## src/rtl/alu_mc.sv

```systemverilog
// Multi-cycle ALU: single-cycle add/sub/and/or/slt/xor, iterative shift-add multiply
// and restoring divide behind a start/busy/done handshake. Divider enabled by ALU_DIV_EN.
module alu_mc #(
    parameter int WIDTH = 32,
    parameter int CNT_W = $clog2(WIDTH + 1)
) (
    input  logic             clk_i,
    input  logic             rst_i,
    input  logic             start_i,
    input  logic [2:0]       sel_i,
    input  logic [WIDTH-1:0] in1_i,
    input  logic [WIDTH-1:0] in2_i,
    output logic             busy_o,
    output logic             done_o,
    output logic [WIDTH-1:0] out_o,
    output logic [WIDTH-1:0] out_hi_o,
    output logic             zero_o,
    output logic             slt_check_o,
    output logic             dz_o
);

    // state | meaning
    // IDLE  | waiting for start; results held
    // RUN   | one mul/div iteration per cycle
    // DONE  | done pulse for one cycle, start ignored
    typedef enum logic [1:0] {IDLE, RUN, DONE} state_t;

    state_t             state_q;
    logic [CNT_W-1:0]   cnt_q;
    logic [WIDTH-1:0]   a_q;
    logic [WIDTH-1:0]   hi_q;
    logic [WIDTH-1:0]   lo_q;
    logic               slt_pend_q;
    logic               busy_q;
    logic               done_q;
    logic [WIDTH-1:0]   out_q;
    logic [WIDTH-1:0]   out_hi_q;
    logic               zero_q;
    logic               slt_q;
    logic               dz_q;
`ifdef ALU_DIV_EN
    logic               is_div_q;
`endif

    logic               slt_in;
    logic [WIDTH-1:0]   alu_res;
    logic [WIDTH:0]     mul_sum;
    logic [WIDTH-1:0]   iter_hi_d;
    logic [WIDTH-1:0]   iter_lo_d;
`ifdef ALU_DIV_EN
    logic [WIDTH:0]     div_shift;
    logic [WIDTH:0]     div_diff;
    logic               div_ge;
`endif

    assign slt_in = $signed(in1_i) < $signed(in2_i);

    always_comb begin
        alu_res = '0;
        case (sel_i)
            3'b000:  alu_res = in1_i + in2_i;
            3'b001:  alu_res = in1_i - in2_i;
            3'b010:  alu_res = in1_i & in2_i;
            3'b011:  alu_res = in1_i | in2_i;
            3'b100:  alu_res = {WIDTH{slt_in}};
            3'b101:  alu_res = in1_i ^ in2_i;
            default: alu_res = '0;
        endcase
    end

    // Multiply: {hi,lo} shifts right, multiplicand added into hi when lo[0] is set.
    // Divide: {rem,quo} shifts left, divisor subtracted when it fits (no borrow).
    always_comb begin
        mul_sum   = {1'b0, hi_q} + (lo_q[0] ? {1'b0, a_q} : '0);
        iter_hi_d = mul_sum[WIDTH:1];
        iter_lo_d = {mul_sum[0], lo_q[WIDTH-1:1]};
`ifdef ALU_DIV_EN
        div_shift = {hi_q, lo_q[WIDTH-1]};
        div_diff  = div_shift - {1'b0, a_q};
        div_ge    = ~div_diff[WIDTH];
        if (is_div_q) begin
            iter_hi_d = div_ge ? div_diff[WIDTH-1:0] : div_shift[WIDTH-1:0];
            iter_lo_d = {lo_q[WIDTH-2:0], div_ge};
        end
`endif
    end

    always_ff @(posedge clk_i or posedge rst_i) begin
        if (rst_i) begin
            state_q    <= IDLE;
            cnt_q      <= '0;
            a_q        <= '0;
            hi_q       <= '0;
            lo_q       <= '0;
            slt_pend_q <= 1'b0;
            busy_q     <= 1'b0;
            done_q     <= 1'b0;
            out_q      <= '0;
            out_hi_q   <= '0;
            zero_q     <= 1'b0;
            slt_q      <= 1'b0;
            dz_q       <= 1'b0;
`ifdef ALU_DIV_EN
            is_div_q   <= 1'b0;
`endif
        end else begin
            case (state_q)
                IDLE: begin
                    if (start_i) begin
                        slt_pend_q <= slt_in;
                        if (sel_i == 3'b110) begin
                            a_q     <= in1_i;
                            lo_q    <= in2_i;
                            hi_q    <= '0;
                            cnt_q   <= CNT_W'(WIDTH);
                            busy_q  <= 1'b1;
                            state_q <= RUN;
`ifdef ALU_DIV_EN
                            is_div_q <= 1'b0;
                        end else if (sel_i == 3'b111 && in2_i != '0) begin
                            a_q      <= in2_i;
                            lo_q     <= in1_i;
                            hi_q     <= '0;
                            cnt_q    <= CNT_W'(WIDTH);
                            busy_q   <= 1'b1;
                            is_div_q <= 1'b1;
                            state_q  <= RUN;
                        end else if (sel_i == 3'b111) begin
                            out_q    <= '1;
                            out_hi_q <= in1_i;
                            zero_q   <= 1'b0;
                            slt_q    <= slt_in;
                            dz_q     <= 1'b1;
                            done_q   <= 1'b1;
                            state_q  <= DONE;
`endif
                        end else begin
                            out_q    <= alu_res;
                            out_hi_q <= '0;
                            zero_q   <= (alu_res == '0);
                            slt_q    <= slt_in;
                            dz_q     <= 1'b0;
                            done_q   <= 1'b1;
                            state_q  <= DONE;
                        end
                    end
                end
                RUN: begin
                    hi_q  <= iter_hi_d;
                    lo_q  <= iter_lo_d;
                    cnt_q <= cnt_q - CNT_W'(1);
                    if (cnt_q == CNT_W'(1)) begin
                        out_q    <= iter_lo_d;
                        out_hi_q <= iter_hi_d;
                        zero_q   <= (iter_lo_d == '0);
                        slt_q    <= slt_pend_q;
                        dz_q     <= 1'b0;
                        busy_q   <= 1'b0;
                        done_q   <= 1'b1;
                        state_q  <= DONE;
                    end
                end
                DONE: begin
                    done_q  <= 1'b0;
                    state_q <= IDLE;
                end
                default: state_q <= IDLE;
            endcase
        end
    end

    assign busy_o      = busy_q;
    assign done_o      = done_q;
    assign out_o       = out_q;
    assign out_hi_o    = out_hi_q;
    assign zero_o      = zero_q;
    assign slt_check_o = slt_q;
    assign dz_o        = dz_q;

endmodule

```

## config.mk

```make
export PLATFORM = sky130hd
export DESIGN_NAME = alu_mc
export DESIGN_NICKNAME = d
export VERILOG_FILES = /design/src/rtl/alu_mc.sv
export SDC_FILE = /design/constraint.sdc
export NUM_CORES = 1
export LEC_CHECK = 0
export BUFFER_PORTS_ARGS = -buffer_cell sky130_fd_sc_hd__buf_2
export CELL_PAD_IN_SITES_DETAIL_PLACEMENT = 0
export CELL_PAD_IN_SITES_GLOBAL_PLACEMENT = 1
export CORE_UTILIZATION = 50
export CTS_BUF_LIST = sky130_fd_sc_hd__clkbuf_4 sky130_fd_sc_hd__clkbuf_8
export CTS_CLUSTER_SIZE = 24
export DETAILED_ROUTE_END_ITERATION = 8
export PLACE_DENSITY = 0.9
export SLEW_MARGIN = 20
export SYNTH_ARGS = -nofsm -noshare
export SYNTH_HDL_FRONTEND = slang
export SYNTH_SLANG_ARGS = --single-unit
export TNS_END_PERCENT = 10
```

## constraint.sdc

```tcl
create_clock -name clk_i -period 11.5 [get_ports clk_i]
set_input_delay 2.875 -clock clk_i [delete_from_list [all_inputs] [get_ports clk_i]]
set_output_delay 2.875 -clock clk_i [all_outputs]
set_load 0.02 [all_outputs]
```

==> impl_metrics.py, run 1 <==
metrics = {
    "status": {
        "status": "completed",
    },
    "logic_synthesis": {
        "syn_inst": 1867,
        "syn_nets": 2077,
        "synth-edff-count": 0,
        "ys_async_sr_fraction_pct": 100,
        "synthTopCellsByCount": "237 x nand2_1, 184 x o21ai_0, 173 x dfrtp_1",
        "synthFlopType": "dfrtp_1",
        "yosysUniqueCellTypes": 93,
        "yosys.area.top_type": "dfrtp_1",
        "yosysSeqAreaShare_pct": 29.1,
        "synth_top_area_share_pct": 29.1,
        "synthTopCellsByArea": "dfrtp_1 29%, ha_1 12%, o21ai_0 6.2%",
        "syn_avg_cell_area_sq_um": 7.97,
        "yosysMostFrequentCell": "nand2_1",
        "synth_area_sq_um": 14900,
        "synth_seq_cells": 173,
        "ys_warn_count": 0,
    },
    "timing": {
        "finalCriticalPeriod_ps": 6590,
        "fin_skew_ps": 34.2,
        "tightest_slew_ps": 1020,
        "setup_viol": 0,
        "relSlewSlack_pct": 32.0,
        "fmax_mhz": 152,
        "tns_ps": 0,
        "final_hold_viol_count": 0,
        "finalMaxSlewViolations": 0,
        "rsz0062_at_grt": "no",
        "finalCritPeriodShare_pct": 57.3,
    },
    "cells_and_area": {
        "drive_above_1_share_pct": 11.7,
        "nNetsFinal": 2139,
        "multi_input_comb_area_sq_um": 9730,
        "nFillCells": 2794,
        "fin_util_pct": 55.8,
        "syn2layout_area_growth_pct": 8.93,
        "seqCellArea_sq_um": 4330,
    },
    "run": {
        "drv_cap": 0,
    },
    "floorplan": {
        "io_pins": 139,
        "die_h_microns": 174,
        "die_x_microns": 174,
        "core_area_sq_um": 29000,
        "rows": 62,
        "start_util_pct": 51.3,
        "dieArea_sq_um": 30400,
    },
    "grt": {
        "grt_pass1_wl_microns": 82300,
        "grt_max_degree": 112,
        "grt_pass1_vias": 13800,
        "grt.total_usage_pct": 35.4,
        "grt_overflow": 0,
        "antenna_found_initial": 4,
    },
    "critical_path": {
        "cp-end-kind": "flip-flop",
        "path_class": "in2reg",
        "cp.arrival_ps": 7040,
        "critical_path.startpoint": "in1_i[10]",
        "start_kind": "input port",
        "r2r-start": "state_q[1]",
        "cp.required_ps": 11950,
        "reg2regPathDepth": 13,
        "crit_fanout": 17,
    },
    "routing": {
        "drtIter0Drc": 1877,
        "drcViolationCount": 0,
        "wl_microns": 54100,
        "wire_per_inst_microns": 23.2,
        "antenna_left": 0,
        "routed_via_density": 6.43,
        "num_vias": 15000,
        "drt_first_pass_iters": 6,
    },
    "worst_hold_path": {
        "hold_class": "reg2reg",
        "hold_depth": 2,
        "hp-start": "out_hi_o[8]",
    },
    "cts": {
        "cts-hold-fix-buffers": 0,
        "cts.htree.levels": 4,
        "clock-sinks": 173,
        "cts_tree": "yes",
        "insertion_delay_ps": 510,
        "clk_pin_slew_ps": 120,
        "cts_setup_buffers": 0,
        "cts_made_buffers": 17,
        "post_cts_resized": 0,
        "cts-root-buf": "clkbuf_8",
        "clock_path_buffers": 2,
    },
    "power_and_ir_drop": {
        "total_power_mw": 2.42,
        "p_per_area_nw_per_um2": 150,
        "max-vdd-ir-drop_mv": 0.0739,
        "p_leak_nw": 7.73,
    },
    "placed_design": {
        "place_congestion": 0.988,
        "io_buffers": 137,
        "hpwl_microns": 40600,
    },
}
worst max-delay path, stage by stage:
cell and delay [ps]:
buf_2 140, inv_1 70, ha_1 530, or4_4 640, or2_0 270, a211oi_2 320, nor3_2 150, nor4b_4 410
or3_1 460, nand3_2 180, or4_1 540, nor4_1 240, nand3_1 120, nand2_1 80
state kept, by name (all words and copies together), names as in the netlist:
| name | cells |
|---|---|
| slt_pend_q | 1 |
| zero_o | 1 |
| state_q | 2 |
| slt_check_o | 1 |
| busy_o | 1 |
| cnt_q | 6 |
| lo_q | 32 |
| hi_q | 32 |
| done_o | 1 |
| a_q | 32 |
| out_o | 32 |
| out_hi_o | 32 |
power breakdown:
part / switching [mW] / leakage [nW] / internal (mW)
logic: 0.632 / 5.27 / 0.334
registers: 0.215 / 2.26 / 0.787
clock network: 0.260 / 0.205 / 0.195
total: 1.11 / 7.73 / 1.32
metal layers:
layer | routed length, microns | part of all wire [%] | global-route usage, %
met1 | 24400 | 45 | 51.7
met2 | 22700 | 42 | 51.3
met3 | 5630 | 10 | 8.07
met4 | 1420 | 2.6 | 10.8
met5 | 0 | 0 | 0
through the flow:
step	worst slack (ps)	area [sq um]	instances	hold WS (ps)
after floorplan	3940	14900	1867	442
after global placement	4450	15800	2293	455
after detailed placement	4500	15800	2293	464
after CTS	5020	16200	2324	488
after global routing	4760	16200	2325	502
final	4910	16200	2326	478
layout make-up:
cell class	count	share of cell area, %
antenna	1	0.0154
clock buffer	20	1.70
clock inverter	11	0.757
inverter	112	2.63
multi-input combinational	1471	60.1
sequential	173	26.7
tap	384	2.97
timing repair buffer	154	5.14
path summary, 6_finish.rpt:
kind	endpoint	slack [ps]
setup / recovery	zero_o	4910
hold / removal	out_hi_o[8]	480
setup reg to reg	zero_o	6820
hold reg to reg	out_hi_o[8]	480
max in group asynchronous	lo_q[11]	7920
min in group asynchronous	a_q[20]	2370
layout by cell type, fill, tap and decap left out, types with 14 or more instances in the layout:
cell type and n:
nand2_1 236, o21ai_0 184, dfrtp_1 173, buf_2 137, ha_1 136, nor2_1 114
a21oi_1 112, inv_1 104, nand3_1 41, and2_1 39, mux2i_1 38, nor3_1 37
a21o_1 32, nor4_1 28, xnor2_1 27, o31ai_1 27, a22o_1 24, o22ai_1 23
nand2b_1 21, o211ai_1 20, clkbuf_8 20, o21bai_1 19, or3_1 18, nand4_1 16
a211oi_1 16, buf_4 16, nor2b_1 15, a31oi_1 15, o21ai_1 14
cells by family (layout without fill, tap and decap cells):
family                     Yosys count  in the layout  synth area share, %
AOI/OAI and AO/OA                  623            623                 27.5
xor gates and xnor gates            40             40                 2.36
adders and majority gates          140            140                 11.9
buffers and inverters              223            297                 5.78
DFF                                173            173                 29.1
muxes                               47             47                 3.24
other                                1              2               0.0252
and+or+nand+nor                    620            620                 20.1
(Power assumes the default switching activity.)
==> run 2: changes to the inputs <==
CORE_UTILIZATION = 47   (was 50)
PLACE_DENSITY = 0.86   (was 0.9)
clock period = 6.79 ns   (was 11.5 ns; I/O delays follow)
==> impl_metrics.py, run 2 (synthesized netlist as in run 1, its figures left out) <==
metrics = {
    "status": {
        "status": "complete, but fails checks",
        "failed_checks": "DRC",
    },
    "grt": {
        "grt_pass1_vias": 14100,
        "grt_max_degree": 80,
        "grt_overflow": 0,
        "grt_pass1_wl_microns": 85200,
        "grt.total_usage_pct": 34.2,
        "antenna_found_initial": 2,
    },
    "critical_path": {
        "worstReg2RegEnd": "hi_q[27]",
        "crit_chain": "buf_2 > inv_1 > ha_1 > or4_4 > or2_0 > a211oi_2 > nor3_2 > nor4b_4 > or3_1 > nand3_2 > or4_1 > nor4_1 > nand3_1 > nand2_1",
        "cp.required_ps": 7240,
        "rrSetupSlack_ps": 2520,
        "reg2regPathDepth": 14,
        "r2r-start": "lo_q[0]",
        "crit_end": "zero_o",
        "cp.arrival_ps": 5850,
        "slowest_stage": "or4_4",
        "cp-end-kind": "flip-flop",
        "cpLargestDelayFamily": "simple AND/OR/NAND/NOR gates",
        "critical_path.startpoint": "in2_i[10]",
        "path_class": "in2reg",
        "slowest_delay_ps": 660,
        "start_kind": "input port",
        "crit_cells": 14,
        "cp_num_buf_inv": 2,
        "crit_fanout": 17,
    },
    "cts": {
        "cts_setup_buffers": 0,
        "cts_tree": "yes",
        "clock_path_buffers": 2,
        "cts-hold-fix-buffers": 0,
        "insertion_delay_ps": 520,
        "post_cts_resized": 0,
        "cts.htree.levels": 4,
        "clock-sinks": 173,
        "cts_made_buffers": 17,
        "cts-root-buf": "clkbuf_8",
        "clk_pin_slew_ps": 110,
    },
    "worst_hold_path": {
        "hp-start": "out_hi_o[5]",
        "hold_class": "reg2reg",
    },
    "power_and_ir_drop": {
        "max-vdd-ir-drop_mv": 0.127,
        "total_power_mw": 4.09,
        "p_per_area_nw_per_um2": 252,
        "p_leak_nw": 7.76,
    },
    "timing": {
        "final_hold_viol_count": 0,
        "tns_ps": 0,
        "whs_ps": 479,
        "rsz0062_at_grt": "no",
        "setup_viol": 0,
        "fin_skew_ps": 27.9,
        "tightest_slew_ps": 1050,
        "relSlewSlack_pct": 29.4,
        "fin_ws_ps": 1390,
        "finalCriticalPeriod_ps": 5400,
        "finalCritPeriodShare_pct": 79.5,
        "fmax_mhz": 185,
        "finalMaxSlewViolations": 0,
    },
    "cells_and_area": {
        "layout_commonest_cell": "nand2_1",
        "layout.cells.non_filler": 2348,
        "syn2layout_area_growth_pct": 9.23,
        "fin_util_pct": 52.7,
        "nNetsFinal": 2149,
        "design_area_sq_um": 16200,
        "drive_above_1_share_pct": 12.1,
        "most-common-layout-cells": "236 x nand2_1, 184 x o21ai_0, 173 x dfrtp_1",
    },
    "routing": {
        "wire_per_inst_microns": 23.5,
        "num_vias": 14900,
        "drtIter0Drc": 1547,
        "wl_microns": 55200,
        "antenna_left": 0,
        "routed_via_density": 6.34,
        "drcViolationCount": 20,
        "drt_first_pass_iters": 8,
    },
    "floorplan": {
        "die_h_microns": 180,
        "core_area_sq_um": 30800,
        "die_x_microns": 180,
        "rows": 64,
        "dieArea_sq_um": 32400,
        "start_util_pct": 48.2,
        "io_pins": 139,
    },
    "placed_design": {
        "place_congestion": 0.992,
        "dp_slack_ps": 1000,
        "dpl.cell_count": 2316,
        "placed_cell_area_sq_um": 15900,
        "hpwl_microns": 42200,
        "io_buffers": 137,
    },
    "run": {
        "drv_cap": 0,
    },
}
## run 2: cell types whose count changed in the layout (fill, tap and decap cells not counted)
cell        before  now
clkinvlp_4       0    1
buf_4           16   27
buf_16           1    0
inv_8            2    1
nor2_1         114  115
clkinv_2         0    1
inv_6            5    6
clkbuf_8        20   17
clkbuf_4         0    1
nor2_2           1    0
## run 2: worst register-to-register path, cell delays in order (launching register included)
cell and delay (ps):
dfrtp_1 680, and2_1 280, ha_1 220, fa_1 420, a21o_1 200, a21oi_1 250, o21ai_0 190, a41oi_1 450
o311a_1 260, nor3_1 90, a21oi_1 270, nand2_1 150, a311oi_1 340, xnor2_1 130, a22o_1 210
## run 2: worst min path at each step
| stage | to | cells past startpoint | slack (ps) |
|---|---|---|---|
| floorplan | a_q[19] | 2 | 440 |
| global placement | a_q[19] | 2 | 450 |
| detailed placement | a_q[17] | 2 | 460 |
| CTS | out_hi_o[5] | 2 | 490 |
| global route | out_hi_o[17] | 2 | 510 |
| finish | out_hi_o[5] | 2 | 480 |
## run 2: per-layer routing
metal,wire length [microns],GRT usage [%],up-vias
met5,0,0,-
met4,1420,10.3,0
met3,5100,6.60,97
met2,23100,50.3,704
met1,25500,50.2,7155
li1,-,-,6936
## run 2: layout make-up
cell class                 count  area [sq um]
tap                          396           495
fill                        2994         14600
clock buffer                  18           241
multi-input combinational   1471          9730
timing repair buffer         164           888
clock inverter                13           133
inverter                     112           425
antenna                        1          2.50
sequential                   173          4330
## run 2: power breakdown
group          internal, mW  total, mW  switching (mW)
Clock                 0.302      0.751           0.449
Sequential             1.33       1.69           0.359
Combinational         0.571       1.65            1.08
